[src/rtl/ne16_column_reduce_pipe.sv]
// NE16 BinConv column reduction: sums or selects COLUMN_SIZE signed block partials
// through a one- or two-level registered adder tree with valid/ready flow control.
module ne16_column_reduce_pipe #(
    parameter int  COLUMN_SIZE = 9,
    parameter int  IN_W        = 22,
    parameter int  GROUP_SIZE  = 3,
    parameter int  PIPE_STAGES = 2,
    parameter int  STRB_W      = (IN_W + $clog2(COLUMN_SIZE)) / 8,
    localparam int OUT_W       = IN_W + $clog2(COLUMN_SIZE),
    localparam int SEL_W       = (COLUMN_SIZE > 1) ? $clog2(COLUMN_SIZE) : 1
) (
    input  logic                        clk_i,
    input  logic                        rst_i,
    input  logic                        clear_i,
    input  logic                        enable_i,
    input  logic [COLUMN_SIZE-1:0]      block_en_i,
    input  logic                        mode_i,
    input  logic [SEL_W-1:0]            sel_i,
    input  logic [OUT_W-1:0]            padding_i,
    input  logic                        in_valid_i,
    output logic                        in_ready_o,
    input  logic [COLUMN_SIZE*IN_W-1:0] in_data_i,
    input  logic [STRB_W-1:0]           in_strb_i,
    output logic                        out_valid_o,
    input  logic                        out_ready_i,
    output logic [OUT_W-1:0]            out_data_o,
    output logic [STRB_W-1:0]           out_strb_o,
    output logic                        busy_o
);
    localparam int NUM_GROUPS = (COLUMN_SIZE + GROUP_SIZE - 1) / GROUP_SIZE;

    logic [COLUMN_SIZE-1:0][OUT_W-1:0] blk_ext;
    logic [NUM_GROUPS-1:0][OUT_W-1:0]  grp_sum;
    logic [OUT_W-1:0]                  sel_val;
    logic                              in_fire;

    // Two's-complement sums wrap identically signed or unsigned, so only the
    // extension needs to be signed; OUT_W is wide enough that no sum overflows.
    always_comb begin
        // NOTE: every always_comb output gets a default first, so no path can infer a latch.
        blk_ext = '0;
        grp_sum = '0;
        sel_val = '0;
        for (int k = 0; k < COLUMN_SIZE; k++) begin
            if (block_en_i[k]) begin
                blk_ext[k] = OUT_W'(signed'(in_data_i[k*IN_W +: IN_W]));
            end
            grp_sum[k / GROUP_SIZE] = grp_sum[k / GROUP_SIZE] + blk_ext[k];
            if (int'(sel_i) == k) begin
                sel_val = blk_ext[k];
            end
        end
    end

    if (PIPE_STAGES == 1) begin : g_one_stage
        logic                v_q, v_d;
        logic [OUT_W-1:0]    data_q, data_d, tree_sum;
        logic [STRB_W-1:0]   strb_q, strb_d;

        assign in_ready_o = ~v_q | out_ready_i;
        assign in_fire    = in_valid_i & in_ready_o & ~clear_i;

        always_comb begin
            tree_sum = '0;
            for (int g = 0; g < NUM_GROUPS; g++) begin
                tree_sum = tree_sum + grp_sum[g];
            end
            v_d    = in_fire | (v_q & ~out_ready_i);
            data_d = data_q;
            strb_d = strb_q;
            if (in_fire) begin
                data_d = enable_i ? (mode_i ? sel_val : tree_sum) : padding_i;
                strb_d = in_strb_i;
            end
            if (clear_i) begin
                v_d    = 1'b0;
                data_d = '0;
                strb_d = '0;
            end
        end

        // NOTE: sequential state uses non-blocking assignments only, so every flop samples pre-edge values.
        always_ff @(posedge clk_i or posedge rst_i) begin
            if (rst_i) begin
                v_q    <= 1'b0;
                data_q <= '0;
                strb_q <= '0;
            end else begin
                v_q    <= v_d;
                data_q <= data_d;
                strb_q <= strb_d;
            end
        end

        assign out_valid_o = v_q;
        assign out_data_o  = data_q;
        assign out_strb_o  = strb_q;
        assign busy_o      = v_q;
    end else begin : g_two_stage
        logic                             v1_q, v1_d, v2_q, v2_d;
        logic [NUM_GROUPS-1:0][OUT_W-1:0] grp1_q, grp1_d;
        logic                             en1_q, en1_d, mode1_q, mode1_d;
        logic [OUT_W-1:0]                 sel1_q, sel1_d, pad1_q, pad1_d;
        logic [OUT_W-1:0]                 data2_q, data2_d, total1;
        logic [STRB_W-1:0]                strb1_q, strb1_d, strb2_q, strb2_d;
        logic                             s2_free, s1_adv;

        assign s2_free    = ~v2_q | out_ready_i;
        assign s1_adv     = v1_q & s2_free;
        assign in_ready_o = ~v1_q | s2_free;
        assign in_fire    = in_valid_i & in_ready_o & ~clear_i;

        always_comb begin
            total1 = '0;
            for (int g = 0; g < NUM_GROUPS; g++) begin
                total1 = total1 + grp1_q[g];
            end

            v1_d    = in_fire | (v1_q & ~s2_free);
            grp1_d  = grp1_q;
            en1_d   = en1_q;
            mode1_d = mode1_q;
            sel1_d  = sel1_q;
            pad1_d  = pad1_q;
            strb1_d = strb1_q;
            if (in_fire) begin
                grp1_d  = grp_sum;
                en1_d   = enable_i;
                mode1_d = mode_i;
                sel1_d  = sel_val;
                pad1_d  = padding_i;
                strb1_d = in_strb_i;
            end

            v2_d    = s1_adv | (v2_q & ~out_ready_i);
            data2_d = data2_q;
            strb2_d = strb2_q;
            if (s1_adv) begin
                data2_d = en1_q ? (mode1_q ? sel1_q : total1) : pad1_q;
                strb2_d = strb1_q;
            end

            if (clear_i) begin
                v1_d    = 1'b0;
                grp1_d  = '0;
                en1_d   = 1'b0;
                mode1_d = 1'b0;
                sel1_d  = '0;
                pad1_d  = '0;
                strb1_d = '0;
                v2_d    = 1'b0;
                data2_d = '0;
                strb2_d = '0;
            end
        end

        // NOTE: the group-sum array is packed, so a single '0 clears every entry on reset.
        always_ff @(posedge clk_i or posedge rst_i) begin
            if (rst_i) begin
                v1_q    <= 1'b0;
                grp1_q  <= '0;
                en1_q   <= 1'b0;
                mode1_q <= 1'b0;
                sel1_q  <= '0;
                pad1_q  <= '0;
                strb1_q <= '0;
                v2_q    <= 1'b0;
                data2_q <= '0;
                strb2_q <= '0;
            end else begin
                v1_q    <= v1_d;
                grp1_q  <= grp1_d;
                en1_q   <= en1_d;
                mode1_q <= mode1_d;
                sel1_q  <= sel1_d;
                pad1_q  <= pad1_d;
                strb1_q <= strb1_d;
                v2_q    <= v2_d;
                data2_q <= data2_d;
                strb2_q <= strb2_d;
            end
        end

        assign out_valid_o = v2_q;
        assign out_data_o  = data2_q;
        assign out_strb_o  = strb2_q;
        assign busy_o      = v1_q | v2_q;
    end

endmodule
[config.mk]
export PLATFORM = sky130hd
export DESIGN_NAME = ne16_column_reduce_pipe
export DESIGN_NICKNAME = d
export VERILOG_FILES = /design/src/rtl/ne16_column_reduce_pipe.sv
export SDC_FILE = /design/constraint.sdc
export NUM_CORES = 1
export LEC_CHECK = 0
export CORE_ASPECT_RATIO = 2
export CORE_MARGIN = 5
export CORE_UTILIZATION = 42
export DETAILED_ROUTE_END_ITERATION = 10
export DONT_BUFFER_PORTS = 1
export SETUP_SLACK_MARGIN = 0.5
export SYNTH_ARGS = -nofsm -noshare
export SYNTH_HDL_FRONTEND = slang
export SYNTH_SLANG_ARGS = --single-unit
[constraint.sdc]
create_clock -name clk_i -period 11.25 [get_ports clk_i]
set_input_delay 1.6875 -clock clk_i [delete_from_list [all_inputs] [get_ports clk_i]]
set_output_delay 1.6875 -clock clk_i [all_outputs]
set_load 0.005 [all_outputs]
Word-level counts from Yosys, hierarchy flattened:

Index checks and enable logic that the tools add are counted.
Widths: inputs -> output; s select.

* output and inout bits: 32
* word-level logic and storage cells: 84
* input bits: 247
* flip-flop bits (word level): 166

* bitwise logic cells: 15
* mux-type cells: 38
* $add $sub $neg: 8
* eq/ne operators: 8
* reduce and logical (&&, ||, !) cells: 3

Operator list (number)
* $mux 26: 26
* $add 26x26->26: 8
* $mux 78: 2
* $eq 4x4->1 const B: 5
* $mux 3: 4
* $eq 4x3->1 const B: 2
* $mux 1: 6
* $and 1x1->1: 5
* $not 1->1: 5
* $or 1x1->1: 5
* $eq 4x2->1 const B: 1
* $logic_not 4->1: 1
* $reduce_bool 2->1: 2

Longest topological paths before layout:

* word-level depth: 12
* mapped depth: 17

Least setup slack after synthesis:

No wires, ideal clock.

* kind: in2reg
* from: input block_en_i[8]
* to: register g_two_stage.grp1_q[69] in the netlist's numbering
* arrival: 4.876 ns
* path buffers: 1
* library setup time: 0.083 ns
* cell stages on the path: 15
* required time: 11.167 ns
* path slack: 6.292 ns
* cell sequence: clkbuf_1 and2_1 fa_1 ha_1 inv_1 fa_1 nor2b_1 o2111ai_1 and3_1 o41ai_1 nand3_1 a31oi_1 a31oi_1 xor2_1 o21ai_0

* longest elaborated chain between the ends: 4

RTL lines
* start: declaration: line 16 `input logic [COLUMN_SIZE-1:0] block_en_i,`
* $mux 26: line 45 `if (block_en_i[k]) begin`
* $add 26x26->26: line 48 `grp_sum[k / GROUP_SIZE] = grp_sum[k / GROUP_SIZE] + blk_ext[k];`
* $mux 78: line 126 `if (in_fire) begin`
* $mux 78: line 143 `if (clear_i) begin`
* end signal: assignment: line 172 `grp1_q <= grp1_d;`
* end: declaration: line 101 `logic [NUM_GROUPS-1:0][OUT_W-1:0] grp1_q, grp1_d;`

No other way between the ends. The select of a mux whose other input is x is not followed.
A chain may end at the register's enable or synchronous reset.

Worst setup path in the final report:

* from: input in_data_i[177]
* to: register g_two_stage.grp1_q[69] in the netlist's numbering

* longest elaborated chain between the ends: 4

RTL lines
* start: declaration: line 22 `input logic [COLUMN_SIZE*IN_W-1:0] in_data_i,`
* $mux 26: line 45
* $add 26x26->26: line 48
* $mux 78: line 126
* $mux 78: line 143

No other way between the ends. The select of a mux whose other input is x is not followed.

==> results.yml <==
global_routing:
  grt-ovfl-total: 0
  grt_pass1_wl_um: 79400
  grt_pass1_vias: 13400
  grt_max_degree: 88
  grt_usage_pct: 26.5
  grt_antenna_before_repair: 20
clock_network:
  post_cts_buffers: 0
  clkTransAtPathRegs_ps: 70
  clock_path_buffers: 2
  post_cts_resized: 0
  postCtsHoldBufs: 0
  numClockSinks: 162
  numCtsBuffers: 17
  htreeDepth: 4
  cts_tree: "built"
  clock-root-buffer: "clkbuf_16"
  worstSkewPairLatency_ps: 440
synth:
  synth_cell_type_count: 71
  async_flop_share_pct: 100
  synth-compound-area-share_pct: 23.6
  ys_warn_count: 0
  synth_nets: 2100
  synthSimpleGateAreaFrac_pct: 19.9
  synthCells: 1668
  synth_edf_count: 0
  synth_top_family_by_area: "compound AO/OA/AOI/OAI gates"
  synthAdderAreaFrac_pct: 20.5
  synthMuxAreaShare_pct: 0.541
  ys_seq_area_share_pct: 27.4
  synthXorXnorAreaFrac_pct: 4.44
  synthFlopType: "dfrtp_1"
  synth_area_per_cell_sq_um: 8.87
  syn_area_sq_mm: 0.0148
  ys_seq_elements: 162
floorplan:
  die-area_sq_mm: 0.0393
  die-height_um: 275
  die_w_um: 143
  core-area_sq_mm: 0.0350
  rows: 97
  io_pins: 279
  start_util_pct: 42.3
timing:
  finalCritPeriodShare_pct: 45.2
  fmax_mhz: 197
  fin_crit_ps: 5080
  slew_headroom_pct: 21.5
  drv_slew: 0
  skew_ps: 9.72
  setup_viol: 0
  hold_viol_final: 0
  hold_slack_ps: 493
  tightest_slew_ps: 1180
  fin_ws_ps: 6170
  rsz0062_at_grt: "no"
  setup_tns_ps: 0
power_and_ir_drop:
  ir_worst_vdd_uv: 153
  p_per_area_mw_per_mm2: 128
  p_leak_uw: 0.00733
routing:
  vias_per_cell: 6.03
  drt-total-wl_um: 52400
  avgRoutedWirePerCell_um: 25.0
  antenna_left: 0
  dr_total_vias: 12600
  drtIter0Drc: 676
  drc: 0
  drtPass1Iterations: 5
hold_path:
  hp-class: "reg -> reg"
final_layout:
  final_cell_mix: "nand2_1, and2_1, dfrtp_1"
  layout.cells.non_filler: 2094
  layout_commonest_cell: "nand2_1"
  final_core_util_pct: 45.4
  syn2layout_area_growth_pct: 7.14
  layout-drive-gt1-share_pct: 4.84
  nets: 2051
setup_path:
  path_max_fanout: 3
  crit_type: "in -> reg"
  cp.required_ps: 11600
  rrSetupSlack_ps: 7550
  cp-start-kind: "input port"
  worstSetupEndpointType: "register"
  worstPathArrival_ps: 5430
placement:
  port_buffers: 0
  dp.cells: 2045
  hpwl_um: 42700
  pre_cts_slack_ps: 5700
  gp_congestion: 0.992
job:
  drv_cap: 0
status:
  status: "finished clean"
stage by stage:
stage,instance area [sq um],total power [uW]
floorplan,14800,1230
global placement,15200,1420
detailed placement,15200,1430
CTS,15800,2040
global route,15900,2150
finish,15900,2020
flip-flops by register name, indices dropped and copies added, names as in the netlist:
register             cells
g_two_stage.en1_q        1
g_two_stage.grp1_q      78
g_two_stage.mode1_q      1
g_two_stage.pad1_q      26
g_two_stage.sel1_q      22
g_two_stage.strb1_q      3
g_two_stage.v1_q         1
out_data_o              26
out_strb_o               3
out_valid_o              1
where the power goes:
part	total, uW	leakage (uW)	switching [uW]	internal [uW]
logic	748	0.00484	443	305
clock network	600	0.000299	259	341
registers	674	0.00218	40.9	633
total	2020	0.00733	743	1280
cell families after synthesis:
| group | count (synthesis) |
|---|---|
| AND/OR/NAND/NOR | 576 |
| AO/OA/AOI/OAI | 517 |
| adder cells (fa/ha/maj) | 185 |
| flip-flops | 162 |
| buffers and inverters | 145 |
| XOR/XNOR | 75 |
| multiplexers | 8 |
routing by layer:
metal,track usage [%],vias to the layer above,wire [um]
met5,0,-,0
met3,4.02,116,2660
met2,48.0,509,27500
met4,11.9,0,2370
li1,-,5854,-
met1,30.3,6144,19800
Yosys cell counts, types with 5 or more instances:
cell      number  share of area (%)
nor2_1        54                1.4
a21oi_1       85                2.9
inv_1         60                1.5
or2_2          8               0.34
and2_1       178                7.5
mux2i_1        8               0.54
xor2_1        42                2.5
and3_1        14               0.59
a221o_1        6               0.41
o21a_1        10               0.51
nand4_1       16               0.68
xnor2_1       33                2.0
a211oi_1      15               0.76
nand3_1       41                1.4
clkbuf_1      81                2.1
o21bai_1      10               0.51
a31oi_1       15               0.63
nor2b_1       16               0.68
o21ai_0      154                5.2
o31ai_1        6               0.30
a21o_1        35                1.8
nor3b_1        5               0.25
a22oi_1       23                1.2
a22o_1        81                4.8
a32o_1         7               0.47
nor3_1        10               0.34
ha_1          90                7.6
a211o_1        6               0.36
nand2b_1      14               0.59
nand2_1      201                5.1
o211ai_1      16               0.81
or3_1          6               0.25
fa_1          95                 13
dfrtp_1      162                 27
critical path, stage by stage:
cell and delay, ps:
and2_1 170, fa_1 570, ha_1 180, inv_1 60, fa_1 450, nor2b_1 170
o2111ai_1 170, and3_1 230, o41ai_1 840, nand3_1 200, a31oi_1 280, a31oi_1 140
xor2_1 150, o21ai_0 130
worst paths after layout:
kind                       depth (start not counted)                      to                   start
max                                               14  g_two_stage.grp1_q[69]          in_data_i[177]
min                                                2  g_two_stage.sel1_q[11]  g_two_stage.sel1_q[11]
max reg2reg                                       13          out_data_o[21]   g_two_stage.grp1_q[1]
min reg2reg                                        2  g_two_stage.sel1_q[11]  g_two_stage.sel1_q[11]
max in group asynchronous                          2  g_two_stage.sel1_q[10]                   rst_i
min in group asynchronous                          1           out_strb_o[0]                   rst_i
cell type report:
type / count / area (sq um)
multi-input combinational: 1361 / 10200
clock buffer: 18 / 439
tap: 445 / 557
clock inverter: 14 / 168
timing repair buffer: 17 / 128
inverter: 60 / 230
antenna: 17 / 42.5
fill: 3463 / 19100
sequential: 162 / 4050
Power figures use the tool's default switching activity.
